`src/rtl/fmul_pipe.sv`:
```
// Pipelined IEEE-754 single-precision multiplier with round-to-nearest-even,
// flush-to-zero, exception flags, valid/ready backpressure and a tag side-channel.
module fmul_pipe #(
   parameter int STAGES = 3,
   parameter int TAG_W  = 6
) (
   input  logic             clk,
   input  logic             rstn,
   input  logic             in_valid,
   output logic             in_ready,
   input  logic [31:0]      x1,
   input  logic [31:0]      x2,
   input  logic [TAG_W-1:0] in_tag,
   output logic             out_valid,
   input  logic             out_ready,
   output logic [31:0]      y,
   output logic [TAG_W-1:0] out_tag,
   output logic             ovf,
   output logic             udf,
   output logic             nv
);

   localparam int NMID = (STAGES > 1) ? STAGES - 1 : 1;

   // Working set carried between stages; each stage fills in its own fields.
   typedef struct packed {
      logic               sign;
      logic signed [9:0]  exp;
      logic               special;
      logic [31:0]        spec_y;
      logic               nv;
      logic [23:0]        sa;
      logic [23:0]        sb;
      logic [36:0]        pph;
      logic [34:0]        ppl;
      logic [47:0]        prod;
      logic [22:0]        mant;
      logic               g;
      logic               r;
      logic               s;
      logic [TAG_W-1:0]   tag;
   } pipe_t;

   typedef struct packed {
      logic [31:0]      y;
      logic             ovf;
      logic             udf;
      logic             nv;
      logic [TAG_W-1:0] tag;
   } res_t;

   // Denormals are classified as zero, so no separate denormal path exists.
   function automatic pipe_t f_dec(logic [31:0] a, logic [31:0] b, logic [TAG_W-1:0] t);
      pipe_t o;
      logic  nan_a, nan_b, inf_a, inf_b, zero_a, zero_b;
      o      = '0;
      nan_a  = (a[30:23] == 8'hFF) && (a[22:0] != 23'd0);
      nan_b  = (b[30:23] == 8'hFF) && (b[22:0] != 23'd0);
      inf_a  = (a[30:23] == 8'hFF) && (a[22:0] == 23'd0);
      inf_b  = (b[30:23] == 8'hFF) && (b[22:0] == 23'd0);
      zero_a = (a[30:23] == 8'h00);
      zero_b = (b[30:23] == 8'h00);
      o.sign = a[31] ^ b[31];
      o.exp  = $signed({2'b00, a[30:23]}) + $signed({2'b00, b[30:23]}) - 10'sd127;
      o.sa   = {1'b1, a[22:0]};
      o.sb   = {1'b1, b[22:0]};
      o.tag  = t;
      if (nan_a || nan_b) begin
         o.special = 1'b1;
         o.spec_y  = 32'h7FC00000;
         o.nv      = (nan_a && !a[22]) || (nan_b && !b[22]);
      end else if ((inf_a && zero_b) || (zero_a && inf_b)) begin
         o.special = 1'b1;
         o.spec_y  = 32'h7FC00000;
         o.nv      = 1'b1;
      end else if (inf_a || inf_b) begin
         o.special = 1'b1;
         o.spec_y  = {o.sign, 8'hFF, 23'd0};
      end else if (zero_a || zero_b) begin
         o.special = 1'b1;
         o.spec_y  = {o.sign, 31'd0};
      end
      return o;
   endfunction

   function automatic pipe_t f_pp(pipe_t i);
      pipe_t o;
      o     = i;
      o.pph = 37'(i.sa) * 37'(i.sb[23:11]);
      o.ppl = 35'(i.sa) * 35'(i.sb[10:0]);
      return o;
   endfunction

   function automatic pipe_t f_sum(pipe_t i);
      pipe_t o;
      o      = i;
      o.prod = {i.pph, 11'd0} + 48'(i.ppl);
      return o;
   endfunction

   function automatic pipe_t f_norm(pipe_t i);
      pipe_t o;
      o = i;
      if (i.prod[47]) begin
         o.mant = i.prod[46:24];
         o.g    = i.prod[23];
         o.r    = i.prod[22];
         o.s    = |i.prod[21:0];
         o.exp  = i.exp + 10'sd1;
      end else begin
         o.mant = i.prod[45:23];
         o.g    = i.prod[22];
         o.r    = i.prod[21];
         o.s    = |i.prod[20:0];
      end
      return o;
   endfunction

   // A rounding carry leaves the low 23 bits clear, which is exactly 1.0 x 2^(e+1).
   function automatic res_t f_pack(pipe_t i);
      res_t              o;
      logic              up;
      logic [23:0]       rnd;
      logic signed [9:0] e;
      up    = i.g && (i.r || i.s || i.mant[0]);
      rnd   = {1'b0, i.mant} + 24'(up);
      e     = i.exp + (rnd[23] ? 10'sd1 : 10'sd0);
      o     = '0;
      o.tag = i.tag;
      if (i.special) begin
         o.y  = i.spec_y;
         o.nv = i.nv;
      end else if (e >= 10'sd255) begin
         o.y   = {i.sign, 8'hFF, 23'd0};
         o.ovf = 1'b1;
      end else if (e <= 10'sd0) begin
         o.y   = {i.sign, 31'd0};
         o.udf = 1'b1;
      end else begin
         o.y = {i.sign, e[7:0], rnd[22:0]};
      end
      return o;
   endfunction

   pipe_t            st_q [NMID];
   pipe_t            st_d [NMID];
   res_t             res_q;
   res_t             res_d;
   logic [STAGES-1:0] vld;
   logic [STAGES-1:0] load;
   logic [STAGES-1:0] vin;

   if (STAGES == 2) begin : g_s2
      assign st_d[0] = f_sum(f_pp(f_dec(x1, x2, in_tag)));
      assign res_d   = f_pack(f_norm(st_q[0]));
   end else if (STAGES == 3) begin : g_s3
      assign st_d[0] = f_dec(x1, x2, in_tag);
      assign st_d[1] = f_sum(f_pp(st_q[0]));
      assign res_d   = f_pack(f_norm(st_q[1]));
   end else if (STAGES == 4) begin : g_s4
      assign st_d[0] = f_pp(f_dec(x1, x2, in_tag));
      assign st_d[1] = f_sum(st_q[0]);
      assign st_d[2] = f_norm(st_q[1]);
      assign res_d   = f_pack(st_q[2]);
   end else begin : g_bad
      $error("fmul_pipe: STAGES must be 2, 3 or 4");
   end

   // A stage may advance when it is empty or its successor advances this cycle.
   always_comb begin
      logic chain;
      load  = '0;
      chain = !vld[STAGES-1] || out_ready;
      load[STAGES-1] = chain;
      for (int k = STAGES - 2; k >= 0; k--) begin
         chain   = !vld[k] || chain;
         load[k] = chain;
      end
   end

   assign vin = {vld[STAGES-2:0], in_valid};

   always_ff @(posedge clk or negedge rstn) begin
      if (!rstn) begin
         vld   <= '0;
         res_q <= '0;
         for (int k = 0; k < NMID; k++) st_q[k] <= '0;
      end else begin
         for (int k = 0; k < NMID; k++) begin
            if (load[k]) begin
               vld[k] <= vin[k];
               if (vin[k]) st_q[k] <= st_d[k];
            end
         end
         if (load[STAGES-1]) begin
            vld[STAGES-1] <= vin[STAGES-1];
            if (vin[STAGES-1]) res_q <= res_d;
         end
      end
   end

   assign in_ready  = load[0];
   assign out_valid = vld[STAGES-1];
   assign y         = res_q.y;
   assign out_tag   = res_q.tag;
   assign ovf       = res_q.ovf;
   assign udf       = res_q.udf;
   assign nv        = res_q.nv;

endmodule

```
`config.mk`:
```
export PLATFORM = sky130hd
export DESIGN_NAME = fmul_pipe
export DESIGN_NICKNAME = d
export VERILOG_FILES = /design/src/rtl/fmul_pipe.sv
export SDC_FILE = /design/constraint.sdc
export NUM_CORES = 2
export LEC_CHECK = 0
export ABC_AREA = 1
export CAP_MARGIN = 5
export CORE_MARGIN = 4
export CORE_UTILIZATION = 45
export CTS_CLUSTER_DIAMETER = 200
export DETAILED_ROUTE_END_ITERATION = 8
export GPL_TIMING_DRIVEN = 0
export PLACE_DENSITY = 0.63
export SLEW_MARGIN = 20
export SYNTH_ARGS = -nofsm -noshare
export SYNTH_HDL_FRONTEND = slang
export SYNTH_SLANG_ARGS = --single-unit
```
`constraint.sdc`:
```
create_clock -name clk -period 13.3 [get_ports clk]
set_input_delay 3.99 -clock clk [delete_from_list [all_inputs] [get_ports clk]]
set_output_delay 3.99 -clock clk [all_outputs]
set_load 0.05 [all_outputs]
```
* Word-level counts from Yosys, hierarchy flattened
Cells that the tools add are included.
Cells by class: add/subtract/negate cells 6, multipliers 2, order comparisons 2, equality and inequality tests 2, mux-type cells 16, bitwise logic cells 1, reductions and logical operators 35
Operator list (count):
- 33-bit two-way mux | 3
- 31-bit two-way mux | 2
- 48-bit by 35-bit adder with 48-bit output | 1
- 23-bit logical NOT | 2
- 23-bit nonzero test | 2
- 24-bit by 13-bit multiplier with 37-bit output | 1
- 24-bit by 11-bit multiplier with 35-bit output | 1
- 34-bit two-way mux | 1
- 32-bit two-way mux | 1
- 26-bit two-way mux | 1
- 23-bit by 1-bit adder with 24-bit output | 1
- 22-bit OR reduction | 1
- 21-bit OR reduction | 1
- 8-bit == test (second input constant) | 2
- 8-bit logical NOT | 2
- 10-bit by 2-bit adder with 10-bit output | 1
- 10-bit by 2-bit adder with 10-bit output (second input constant) | 1
- 10-bit by 9-bit greater-or-equal comparator with 1-bit output (second input constant) | 1
- 10-bit by 1-bit less-or-equal comparator with 1-bit output (second input constant) | 1
- 1-bit logical OR | 10
- 10-bit two-way mux | 1
- 9-bit by 7-bit subtractor with 10-bit output (second input constant) | 1
- 8-bit by 8-bit adder with 9-bit output | 1
- 1-bit logical AND | 9
- other kinds (5) | 16
Word-level totals: register bits after elaboration 242, input bits 74, output and inout port bits 43, word-level logic and storage cells 87

* Logic depth before layout (Yosys ltp)
depth after elaboration 12, depth in mapped cells 41, gate-level depth less buffers 39

* Worst setup path after synthesis
No wires, ideal clock.
kind input port to output port, start input out_ready, end output in_ready, arrival 4.537 ns, path slack 4.773 ns, cell stages on the path 4, path buffers 0, cells stage by stage inv_1 nand2_1 nor2_1 nand2_1
On the way: longest elaborated chain between the ends 3
Ends and longest elaborated chain:
- start, declared | line 15 | input logic out_ready,
- 1-bit logical OR | line 173 | chain = !vld[STAGES-1] || out_ready;
- 1-bit logical OR (2 in a row) | line 176 | chain = !vld[k] || chain;
- end, declared | line 10 | output logic in_ready,
No other way between the ends.

* Final worst setup path
start register st_q (netlist bit st_d[169]), end register st_q[75] (netlist name)
On the way: longest elaborated chain between the ends 2
Ends and longest elaborated chain:
- start, declared | line 145 | pipe_t st_q [NMID];
- start signal, assigned by index | line 192 | if (vin[k]) st_q[k] <= st_d[k];
- 24-bit by 13-bit multiplier with 37-bit output | line 89 | o.pph = 37'(i.sa) * 37'(i.sb[23:11]);
- 48-bit by 35-bit adder with 48-bit output | line 97 | o.prod = {i.pph, 11'd0} + 48'(i.ppl);
No other way between the ends. A chain may end at the register's enable or synchronous reset.

==> results.md <==
- Outcome: completed
- Post-DP HPWL: around 81 mm
- First-pass GRT wire length: approximately 150 mm
- Post-layout net count: ~4,900
- Synth Cell Area: between 20,000 and 30,000 um2
- Worst Tran Pin Value: ~1000 ps
- Worst hold path class: reg -> reg
- Final Hold Viols: 0
- Final global-route overflow total: 0
- Area leader, netlist: fa_1
- Setup crit end kind: register
- Via/cell ratio: between 5 and 6
- Setup TNS: 0 ps
- Synth top area share: 31.5%
- Required @ worst endpoint: between 10,000 and 15,000 ps
- Reported max-cap violation count: 0
- Initial Util: a little under half
- CTS Buf Count: 17
- Synth Net Count: 4,764
- WS Path Type: reg -> reg
- Fin crit period: 9870 ps
- Fmax: about 100 MHz
- R2r setup slk: ~3400 ps
- Vias in the first global route: roughly 26,000
- DRC viols: 0
- Gr usage total: 28.2%
- Avg Cell Area, Syn: 7.32 um2
- Setup Buffers After CTS: 0
- Worst path slowest cell: clkbuf_1
- CTS max path bufs: 2
- Fin crit share: between 70% and 80%
- Mapped Cells: between 4,000 and 5,000
- RSZ-0062 raised after global routing: no
- Post-synth EDFFs: 0
- Setup Viol. Count Final: 0
- Resized cells post-CTS: 0
- Gpl congestion: a little under 1
- Final max-slew violation count: 0
- CP Launch Type: register
- First drt pass iteration count: 5
- Initial DRC count: 2,058
- Initial antenna violation count: 0
- Clock root buffer: clkbuf_16
- Top post-synthesis cells by area: fa_1, nand2_1, dfrtp_1
- Ys Warns: 0
- Yosys cell types: 48
- Post-synth top flop: dfrtp_1
- Pin count of the biggest net entering global routing: 79
- Diode count: 0
- Die X: approximately 260 um
- Seq/Total Area, Yosys: around 15%
- CTS clock-pin slew for the worst setup and hold paths: approximately 80 ps
- # port buffers: around 120
- Ys async rst share: 100%
- Routed len/inst: roughly 19 um
- Die area: about 70,000 um2
- Share of cells above drive strength 1: around 1.9%
- FF+latch count, synth: 183
- Post-route ant nets: 0
- CTS tree: done
- Layout area overhead: 9.79%
- CP max stage delay: 640 ps
- Fillers: roughly 6,500
- Critical Path AT: between 10,000 and 15,000 ps
- # hold bufs at CTS: 0
- CP Max Fanout: 10
- Commonest non-fill, non-tap cell in the layout: nand2_1
- Htree depth: 4
- Die Span Y: roughly 260 um
- Most frequent cells in the layout: nand2_1, inv_1, fa_1
- Vias: between 20,000 and 30,000
- Slew headroom: approximately a third
- Clock Latency Late Sink: 460 ps
- IO Pins: ~120
- Most used cell, CP: fa_1
- Sink Count: ~180
- Row cnt: just over 90
- Core Region: between 60,000 and 70,000 um2
- Clock skew: between 20 and 25 ps
- Final WL: around 97 mm
[cells in the mapped netlist, types with 4 or more instances]
cell type / count
or2_2: 4
nor2_2: 5
clkinv_1: 4
nand3_1: 111
o21ai_1: 9
o21ai_2: 6
and3_1: 4
xnor2_1: 34
clkbuf_1: 173
a31oi_1: 15
ha_1: 183
inv_1: 986
buf_6: 4
fa_1: 465
nand3b_1: 24
nand4_1: 39
a21oi_1: 64
xor2_1: 31
nand2_1: 1287
nor4_1: 10
o21ai_0: 160
a21o_1: 7
o21bai_1: 8
nor2_1: 155
nand2_2: 10
dfrtp_1: 183
nor3_1: 26
[routing by layer]
layer / part of all wire, % / GRT usage [%] / vias to the layer above
met3: 8.5 / 5.19 / 183
met5: 0 / 0 / -
met4: 3.6 / 8.87 / 0
met1: 42 / 38.8 / 12500
met2: 46 / 45.5 / 1000
li1: - / - / 12100
[flip-flops by register name (all words and copies together), names as in the netlist]
| register | cells |
|---|---|
| vld | 3 |
| y | 32 |
| nv | 1 |
| res_d | 6 |
| st_q | 64 |
| ovf | 1 |
| st_d | 69 |
| out_tag | 6 |
| udf | 1 |
[per-stage QoR]
stage | cell area, um2 | utilization, % | worst slack [ps] | hold slack (ps) | std cells
6_report | 32500 | 50.1 | 3430 | 477 | 5047
5_1_grt | 32500 | 50.1 | 2830 | 508 | 5047
4_1_cts | 32500 | 50.1 | 3470 | 478 | 5047
3_5_place_dp | 31900 | 49.2 | 3620 | 460 | 5015
3_3_place_gp | 31800 | 49.1 | 224 | 453 | 5013
2_1_floorplan | 29600 | - | 4770 | 442 | 4042
[logic make-up (layout without fill, tap and decap cells)]
kind of cell               after synthesis  count (layout)  share of synthesized area [%]
muxes                                    1               1                         0.0338
xor gates and xnor gates                66              66                           1.98
AOI/OAI and AO/OA                      282             282                           5.18
adders and majority gates              648             648                           39.2
buffers and inverters                 1176            1326                           15.1
and+or+nand+nor                       1686            1686                           23.1
DFF                                    183             183                           15.5
[layout make-up]
type	count	area (um2)	area share [%]
multi-input combinational	2683	20600	63.3
sequential	183	4580	14.1
inverter	992	3720	11.5
timing repair buffer	118	1220	3.76
clock inverter	15	180	0.555
buffer	184	733	2.26
tap	855	1070	3.29
clock buffer	17	425	1.31
[worst max-delay path, delay by kind of cell, from the launching register on]
family          cells  cell delay [ps]
flops               1              340
xor+xnor            1              450
compound gates      1              100
fa+ha+maj          11             5280
buf+inv             7             1510
simple gates       14             2000
[final timing paths]
kind | cells past startpoint | endpoint | from
setup / recovery | 34 | st_q[75] | st_d[169]
hold / removal | 2 | out_tag[2] | res_d[2]
setup reg to reg | 34 | st_q[75] | st_d[169]
hold reg to reg | 2 | out_tag[2] | res_d[2]
max in group asynchronous | 3 | st_d[172] | rstn
min in group asynchronous | 1 | st_q[34] | rstn
Power is left out: the tool's default activity adds up to more than one toggle a clock period on the data nets, which glitch-free logic cannot reach.
